### config.mk
export PLATFORM = sky130hd
export DESIGN_NAME = exc_vector_fetch
export DESIGN_NICKNAME = d
export VERILOG_FILES = /design/src/rtl/exc_vector_fetch.sv
export SDC_FILE = /design/constraint.sdc
export NUM_CORES = 1
export LEC_CHECK = 0
export CAP_MARGIN = 20
export CORE_ASPECT_RATIO = 1.25
export CORE_MARGIN = 3
export CORE_UTILIZATION = 40
export CTS_CLUSTER_DIAMETER = 30
export DETAILED_ROUTE_END_ITERATION = 8
export GPL_ROUTABILITY_DRIVEN = 1
export PLACE_DENSITY = 0.84
export SYNTH_ARGS = -nofsm -noshare
export SYNTH_HDL_FRONTEND = slang
export SYNTH_SLANG_ARGS = --single-unit
### constraint.sdc
create_clock -name clk -period 2 [get_ports clk]
set_input_delay 0.4 -clock clk [delete_from_list [all_inputs] [get_ports clk]]
set_output_delay 0.4 -clock clk [all_outputs]
set_load 0.01 [all_outputs]
### src/rtl/exc_vector_fetch.sv
// Exception vector fetch: saves EPC, reads the handler byte from the fixed vector slot,
// and holds it on byte_out for the extender until the control unit acknowledges it.
module exc_vector_fetch #(
   parameter int unsigned MEM_LATENCY = 1,
   parameter logic [7:0]  ADDR_OPCODE = 8'd253,
   parameter logic [7:0]  ADDR_OVF    = 8'd254,
   parameter logic [7:0]  ADDR_DIV0   = 8'd255,
   parameter logic [31:0] PC_OFFSET   = 32'd4
) (
   input  logic        clk,
   input  logic        reset,
   input  logic        exc_opcode,
   input  logic        exc_ovf,
   input  logic        exc_div0,
   input  logic [31:0] pc_in,
   input  logic [31:0] mem_data_in,
   input  logic        vec_ack,
   output logic [31:0] mem_addr,
   output logic        mem_rd,
   output logic [31:0] epc_out,
   output logic        epc_we,
   output logic [1:0]  exc_cause,
   output logic [7:0]  byte_out,
   output logic        byte_valid,
   output logic        busy,
   output logic        exc_lost
);

   localparam logic [1:0] IDLE = 2'd0;
   localparam logic [1:0] SAVE = 2'd1;
   localparam logic [1:0] READ = 2'd2;
   localparam logic [1:0] DONE = 2'd3;

   localparam logic [3:0] LAT_M1 = 4'(MEM_LATENCY - 1);

   logic [1:0]  state_q, state_d;
   logic [3:0]  cnt_q;
   logic [31:0] mem_addr_q;
   logic [31:0] epc_q;
   logic [1:0]  cause_q;
   logic [1:0]  cause_new;
   logic [7:0]  byte_q;
   logic        lost_q;
   logic        exc_any;
   logic [7:0]  vec_addr;

   assign exc_any = exc_opcode | exc_ovf | exc_div0;

   always_comb begin
      cause_new = 2'b11;
      if (exc_opcode) begin
         cause_new = 2'b01;
      end else if (exc_ovf) begin
         cause_new = 2'b10;
      end
   end

   always_comb begin
      vec_addr = ADDR_DIV0;
      case (cause_q)
         2'b01:   vec_addr = ADDR_OPCODE;
         2'b10:   vec_addr = ADDR_OVF;
         default: vec_addr = ADDR_DIV0;
      endcase
   end

   always_comb begin
      state_d = state_q;
      case (state_q)
         IDLE: if (exc_any) state_d = SAVE;
         SAVE: state_d = READ;
         READ: if (cnt_q == 4'd0) state_d = DONE;
         DONE: if (vec_ack) state_d = IDLE;
         default: state_d = IDLE;
      endcase
   end

   always_ff @(posedge clk or negedge reset) begin
      if (!reset) begin
         state_q    <= IDLE;
         cnt_q      <= 4'd0;
         mem_addr_q <= 32'd0;
         epc_q      <= 32'd0;
         cause_q    <= 2'b00;
         byte_q     <= 8'd0;
         lost_q     <= 1'b0;
      end else begin
         state_q <= state_d;
         // Any request seen outside IDLE is dropped; remember that it happened.
         if ((state_q != IDLE) && exc_any) begin
            lost_q <= 1'b1;
         end
         case (state_q)
            IDLE: begin
               if (exc_any) begin
                  cause_q <= cause_new;
                  epc_q   <= pc_in - PC_OFFSET;
               end
            end
            SAVE: begin
               mem_addr_q <= {24'd0, vec_addr};
               cnt_q      <= LAT_M1;
            end
            READ: begin
               if (cnt_q == 4'd0) begin
                  byte_q <= mem_data_in[7:0];
               end else begin
                  cnt_q <= cnt_q - 4'd1;
               end
            end
            DONE: begin
               if (vec_ack) begin
                  mem_addr_q <= 32'd0;
               end
            end
            default: ;
         endcase
      end
   end

   assign epc_we     = (state_q == SAVE);
   assign mem_rd     = (state_q == READ);
   assign byte_valid = (state_q == DONE);
   assign busy       = (state_q != IDLE);
   assign mem_addr   = mem_addr_q;
   assign epc_out    = epc_q;
   assign exc_cause  = cause_q;
   assign byte_out   = byte_q;
   assign exc_lost   = lost_q;

endmodule

==> key figures, run 1 <==
Status
  – Status: finished, final reports clean

Yosys
  – Mean post-synth cell area: 9.42 sq um
  – Async SR Flop Fraction: 100%
  – Mapped Area: ~2900 sq um
  – Top cells by area, synth: dfrtp_1 (46%), buf_4 (7.6%), o21ai_0 (5.4%)
  – Number of synthesized flops with an enable pin: 0
  – Synth area leader: dfrtp_1
  – Share of the synthesized area in the top cell type: a little under half
  – Part of the Yosys area used for sequential elements: ~46%
  – Synth Warn #: 0
  – Mapped Cells: 303
  – Synth cell types: 37
  – Top cells by count, synth: dfrtp_1 (52), nand2_1 (32), o21ai_0 (31)
  – Most common cell in the synthesized netlist: dfrtp_1
  – Yosys reg bits: 52
  – Ys flop type: dfrtp_1

STA
  – Final hold slack: 0.116 ns
  – Fin. max-slew vios: 0
  – Slew margin rel.: 57.4%
  – Worst Skew: 0.00433 ns
  – Setup-failing EPs final: 0
  – Post-route setup slack: 0.0507 ns
  – Worst Max-Slew Pin Slew: 0.639 ns
  – Crit path time final: approximately 2 ns
  – Fmax: 513 MHz
  – Hold Fails Final Rpt: 0
  – Final period utilization: 97.5%

Setup path
  – Kind of critical path: input port to flop
  – Arrival time at the worst endpoint: 2.17 ns
  – Critical Path Start: pc_in[12]
  – CP endpoint kind: flop
  – RR Startpoint: cnt_q[0]
  – Type of origin of the critical path: input port
  – CP max FO: 8
  – Required time of the worst setup path: ~2.2 ns

Place
  – Detail Placement HPWL: approximately 6100 microns
  – GP Congestion: 0.838
  – Dpl cell area: ~4200 sq um
  – Port Buffers: 100
  – Placed Cells: 531
  – Worst Setup Slack post-DPL: -0.617 ns

Final layout
  – Finished Layout Cells: around 540
  – Layout cells sized above 1: 21.8%
  – Finished Cell Area: 4440 sq um
  – Post-layout nets: 529
  – Area delta synth->final: 55.5%
  – Diode count: 0

Die
  – Die H: 100 microns
  – Die W: 81.6 microns
  – Row count: 33
  – Ports: around 150
  – Core area: between 6000 and 7000 sq um
  – Starting density of the core: roughly 42%
  – Die area: 8190 sq um

Clock tree
  – CTS Root Cell: clkbuf_8
  – CTS tree: done
  – H-tree depth: 2
  – CTS Hold Bufs: 0
  – CTS Sinks: between 50 and 60
  – Worst-Skew Late Latency: 0.30 ns
  – Worst-path clk slew: 0.10 ns
  – Clock Path Buffers: 2
  – Num CTS Buffers: 5

Detailed routing
  – Drt pass-1 iters: 4
  – Routed length per instance: about 14 microns
  – Via Count: 2747
  – Antenna-violating nets left: 0
  – Final WL: 7780 microns
  – Via density: between 5 and 6
  – DRC violation total after the first TritonRoute iteration: 112
  – Residual DRC: 0

GRT
  – Initial antenna violation count: 0
  – Grt ovf: 0
  – Vias in the first global route: 2727
  – Largest net degree at the start of global routing: 34
  – Total GRT Usage: 19.7%
  – First-pass GRT wire length: 12700 microns

Power
  – Worst vdd ir: between 0.6 and 0.7 mV
  – Pwr dens: 1180 nW/um^2
  – Design Power: 0.00523 W
  – Static leakage: 1.92 nW

Min path
  – HP Class: input port to asynchronous set/reset pin

Run
  – Number of max-cap violations: 0
cells in the final DEF, fill, tap and decap left out, drive strengths merged, types with 2 or more instances in the layout:
cell,n
dlygate4sd2,2
nor2,25
dfrtp,52
clkbuf,7
conb,24
o21ai,31
xnor2,4
o31ai,10
nor3,6
ha,6
nand2b,2
mux2,8
clkdlybuf4s50,85
dlymetal6s2s,8
nand4,5
nor4,6
nand3,3
nand2,32
nor2b,3
xor2,9
or3,6
nand4b,3
a31oi,17
nor3b,2
buf,64
nand3b,4
inv,9
or4,12
power breakdown:
group          switching (W)  internal [W]
logic                0.00124       0.00154
registers           0.000293       0.00153
clock network       0.000346      0.000282
path summary, 6_finish.rpt:
path	endpoint	slack, ns	cells past startpoint
max in group asynchronous	epc_out[15]	1.22	2
worst min-delay path	mem_addr[1]	0.12	1
min in group clk	epc_out[2]	0.48	3
worst max-delay path	epc_out[26]	0.05	7
worst max register to register	byte_out[6]	0.25	6
worst min register to register	epc_out[1]	0.49	2
state kept, by name, indices dropped and copies added (netlist names):
register   cells
cnt_q          4
state_q        2
byte_out       8
exc_lost       1
mem_addr       3
exc_cause      2
epc_out       32
area by class of cell:
cell class	instances	area [sq um]
repair buffers	160	1480
well taps	87	109
fillers	535	2290
clock inverters	1	7.51
flip-flops and latches	52	1300
inverters	9	33.8
clock buffers	7	86.3
multi-input cells	225	1420
stage by stage:
stage                     setup TNS [ns]  utilization, %
after global routing             -0.0155            65.9
after global placement             -4.80            63.0
after detailed placement           -5.89            63.0
after floorplan                   -0.154               -
final                                  0            65.9
after CTS                       -0.00789            65.1
critical path, cell delays in order:
cell	delay (ns)
clkdlybuf4s50_1	0.44
nor4_2	0.27
buf_4	0.16
nand2_2	0.07
buf_4	0.18
or4_1	0.46
a31oi_1	0.19
cell families (layout without fill, tap and decap cells):
logic type,count (synthesis),in the layout,synth area share [%]
muxes,8,8,3.16
xor gates and xnor gates,13,13,3.99
other,1,24,0.131
AOI/OAI and AO/OA,63,63,13.1
and+or+nand+nor,111,111,20.9
DFF,52,52,45.6
buffers and inverters,49,177,10.5
adders and majority gates,6,6,2.63
metal layers:
metal	up-vias	wire length, microns	part of all wire (%)	GRT usage (%)
li1	1334	-	-	-
met1	1317	2960	38	22.3
met2	92	4330	56	36.7
met3	4	409	5.3	3.14
met4	0	81	1.0	6.11
met5	-	0	0	0
what timing repair did:
item | CTS | global route
endpoints found under the hold margin | 0 | 0
pin swaps | 7 | 15
setup endpoints to repair | 15 | 16
setup buffers | 2 | 0
gates resized for setup | 27 | 18
Note: power is estimated with default switching activity, not from simulation.
==> run 2, diff against run 1 <==
--- a/config.mk
+++ b/config.mk
@@ -13,6 +13,7 @@
 export DETAILED_ROUTE_END_ITERATION = 8
 export GPL_ROUTABILITY_DRIVEN = 1
 export PLACE_DENSITY = 0.84
+export SKIP_CTS_REPAIR_TIMING = 1
 export SYNTH_ARGS = -nofsm -noshare
 export SYNTH_HDL_FRONTEND = slang
 export SYNTH_SLANG_ARGS = --single-unit
==> key figures, run 2 (synthesis gave the netlist of run 1 again) <==
Die
  – Row count: 33
  – Core area: between 6000 and 7000 sq um
  – Die W: 81.6 microns
  – Die H: roughly 100 microns
  – Starting density of the core: a little over two fifths
  – Ports: 149
  – Die area: 8190 sq um

Place
  – Detail Placement HPWL: 6060 microns
  – GP Congestion: 0.838
  – Port Buffers: 100

Setup path
  – Cell Chain, Critical Path: clkdlybuf4s50_1 > inv_1 > ha_1 > nor2b_4 > nand2_2 > buf_4 > or4_1 > a31oi_1
  – Type of origin of the critical path: input port
  – Kind of critical path: input port to flop
  – Required time of the worst setup path: 2.22 ns
  – Family with the most delay on the worst path: simple AND/OR/NAND/NOR gates
  – CP Buf/Inv Count: 3
  – CP max FO: 7
  – Arrival time at the worst endpoint: 2.21 ns
  – Slowest library cell on the worst path: or4_1
  – Crit path largest cell delay: 0.49 ns
  – CP endpoint kind: flop

STA
  – Final hold slack: between 0.1 and 0.15 ns
  – Crit path time final: 1.99 ns
  – Setup-failing EPs final: 0
  – Fmax: 502 MHz
  – Unrepaired setup endpoints after global routing: yes
  – Worst Skew: 0.00368 ns
  – Final period utilization: approximately 100%
  – Hold Fails Final Rpt: 0
  – Fin. max-slew vios: 0
  – Slew margin rel.: 58.2%
  – Worst Max-Slew Pin Slew: 0.627 ns

Clock tree
  – CTS Root Cell: clkbuf_8
  – Num CTS Buffers: 5
  – CTS Sinks: 52
  – Clock Path Buffers: 2
  – Worst-path clk slew: ~0.09 ns
  – H-tree depth: 2
  – Worst-Skew Late Latency: 0.30 ns
  – CTS tree: done

Min path
  – HP Class: input port to asynchronous set/reset pin

Detailed routing
  – Final WL: 8110 microns
  – Residual DRC: 0
  – Via Count: roughly 2800
  – Antenna-violating nets left: 0
  – Drt pass-1 iters: 5
  – Routed length per instance: approximately 15 microns
  – DRC violation total after the first TritonRoute iteration: around 120
  – Via density: about 5

Power
  – Design Power: 0.00529 W
  – Pwr dens: 1170 nW/um^2
  – Static leakage: 2.01 nW
  – Worst vdd ir: roughly 0.66 mV

GRT
  – Grt ovf: 0
  – Vias in the first global route: ~2600
  – First-pass GRT wire length: about 12000 microns
  – Initial antenna violation count: 0
  – Total GRT Usage: 18.8%
  – Largest net degree at the start of global routing: 34

Status
  – Status: finished, final reports clean

Final layout
  – Area delta synth->final: 58.4%
  – Most frequent cells in the layout: clkdlybuf4s50_1 (84), buf_4 (60), dfrtp_1 (52)
  – Layout cells sized above 1: a little over a fifth
  – Max FFs per register: 32
  – Post-layout nets: 534
  – Most common cell after layout, fill and taps aside: clkdlybuf4s50_1
  – Diode count: 0
  – Core Util, Final: ~67%

Run
  – Number of max-cap violations: 0
run 2: metrics by stage:
step | area, sq um | setup slack [ns] | instances | setup TNS (ns)
CTS | 4340 | -0.293 | 539 | -1.12
floorplan | 2940 | -0.154 | 326 | -0.154
finish | 4520 | 0.00847 | 546 | 0
global route | 4520 | -0.0413 | 546 | -0.337
detailed placement | 4240 | -0.617 | 531 | -5.89
global placement | 4240 | -0.572 | 531 | -4.80
run 2: path summary, 6_finish.rpt:
| check | startpoint | slack (ns) | to | depth (start not counted) |
|---|---|---|---|---|
| worst max register to register | cnt_q[0] | 0.25 | byte_out[6] | 6 |
| worst min register to register | epc_out[1] | 0.49 | epc_out[1] | 2 |
| worst max-delay path | pc_in[3] | 0.008 | epc_out[26] | 8 |
| min in group clk | epc_out[1] | 0.49 | epc_out[1] | 2 |
| max in group asynchronous | reset | 1.24 | epc_out[15] | 2 |
| worst min-delay path | reset | 0.11 | mem_addr[1] | 1 |
run 2: area by class of cell:
class | count | area [sq um]
Timing Repair Buffer | 165 | 1550
Sequential cell | 52 | 1300
Clock inverter | 1 | 7.51
Inverter | 9 | 33.8
Multi-Input combinational cell | 225 | 1430
Tap cell | 87 | 109
Fill cell | 510 | 2210
Clock buffer | 7 | 86.3
run 2: layer usage:
| layer | GRT usage, % | vias to the layer above | wire length (microns) |
|---|---|---|---|
| li1 | - | 1337 | - |
| met1 | 21.6 | 1336 | 3100 |
| met2 | 34.6 | 95 | 4510 |
| met3 | 3.14 | 6 | 394 |
| met4 | 5.98 | 0 | 110 |
| met5 | 0 | - | 0 |
run 2: where the power goes:
group | internal, W | total (W) | switching, W | leakage [nW]
logic | 0.00158 | 0.00285 | 0.00127 | 1.35
registers | 0.00153 | 0.00182 | 0.000290 | 0.612
clock network | 0.000282 | 0.000625 | 0.000343 | 0.0445
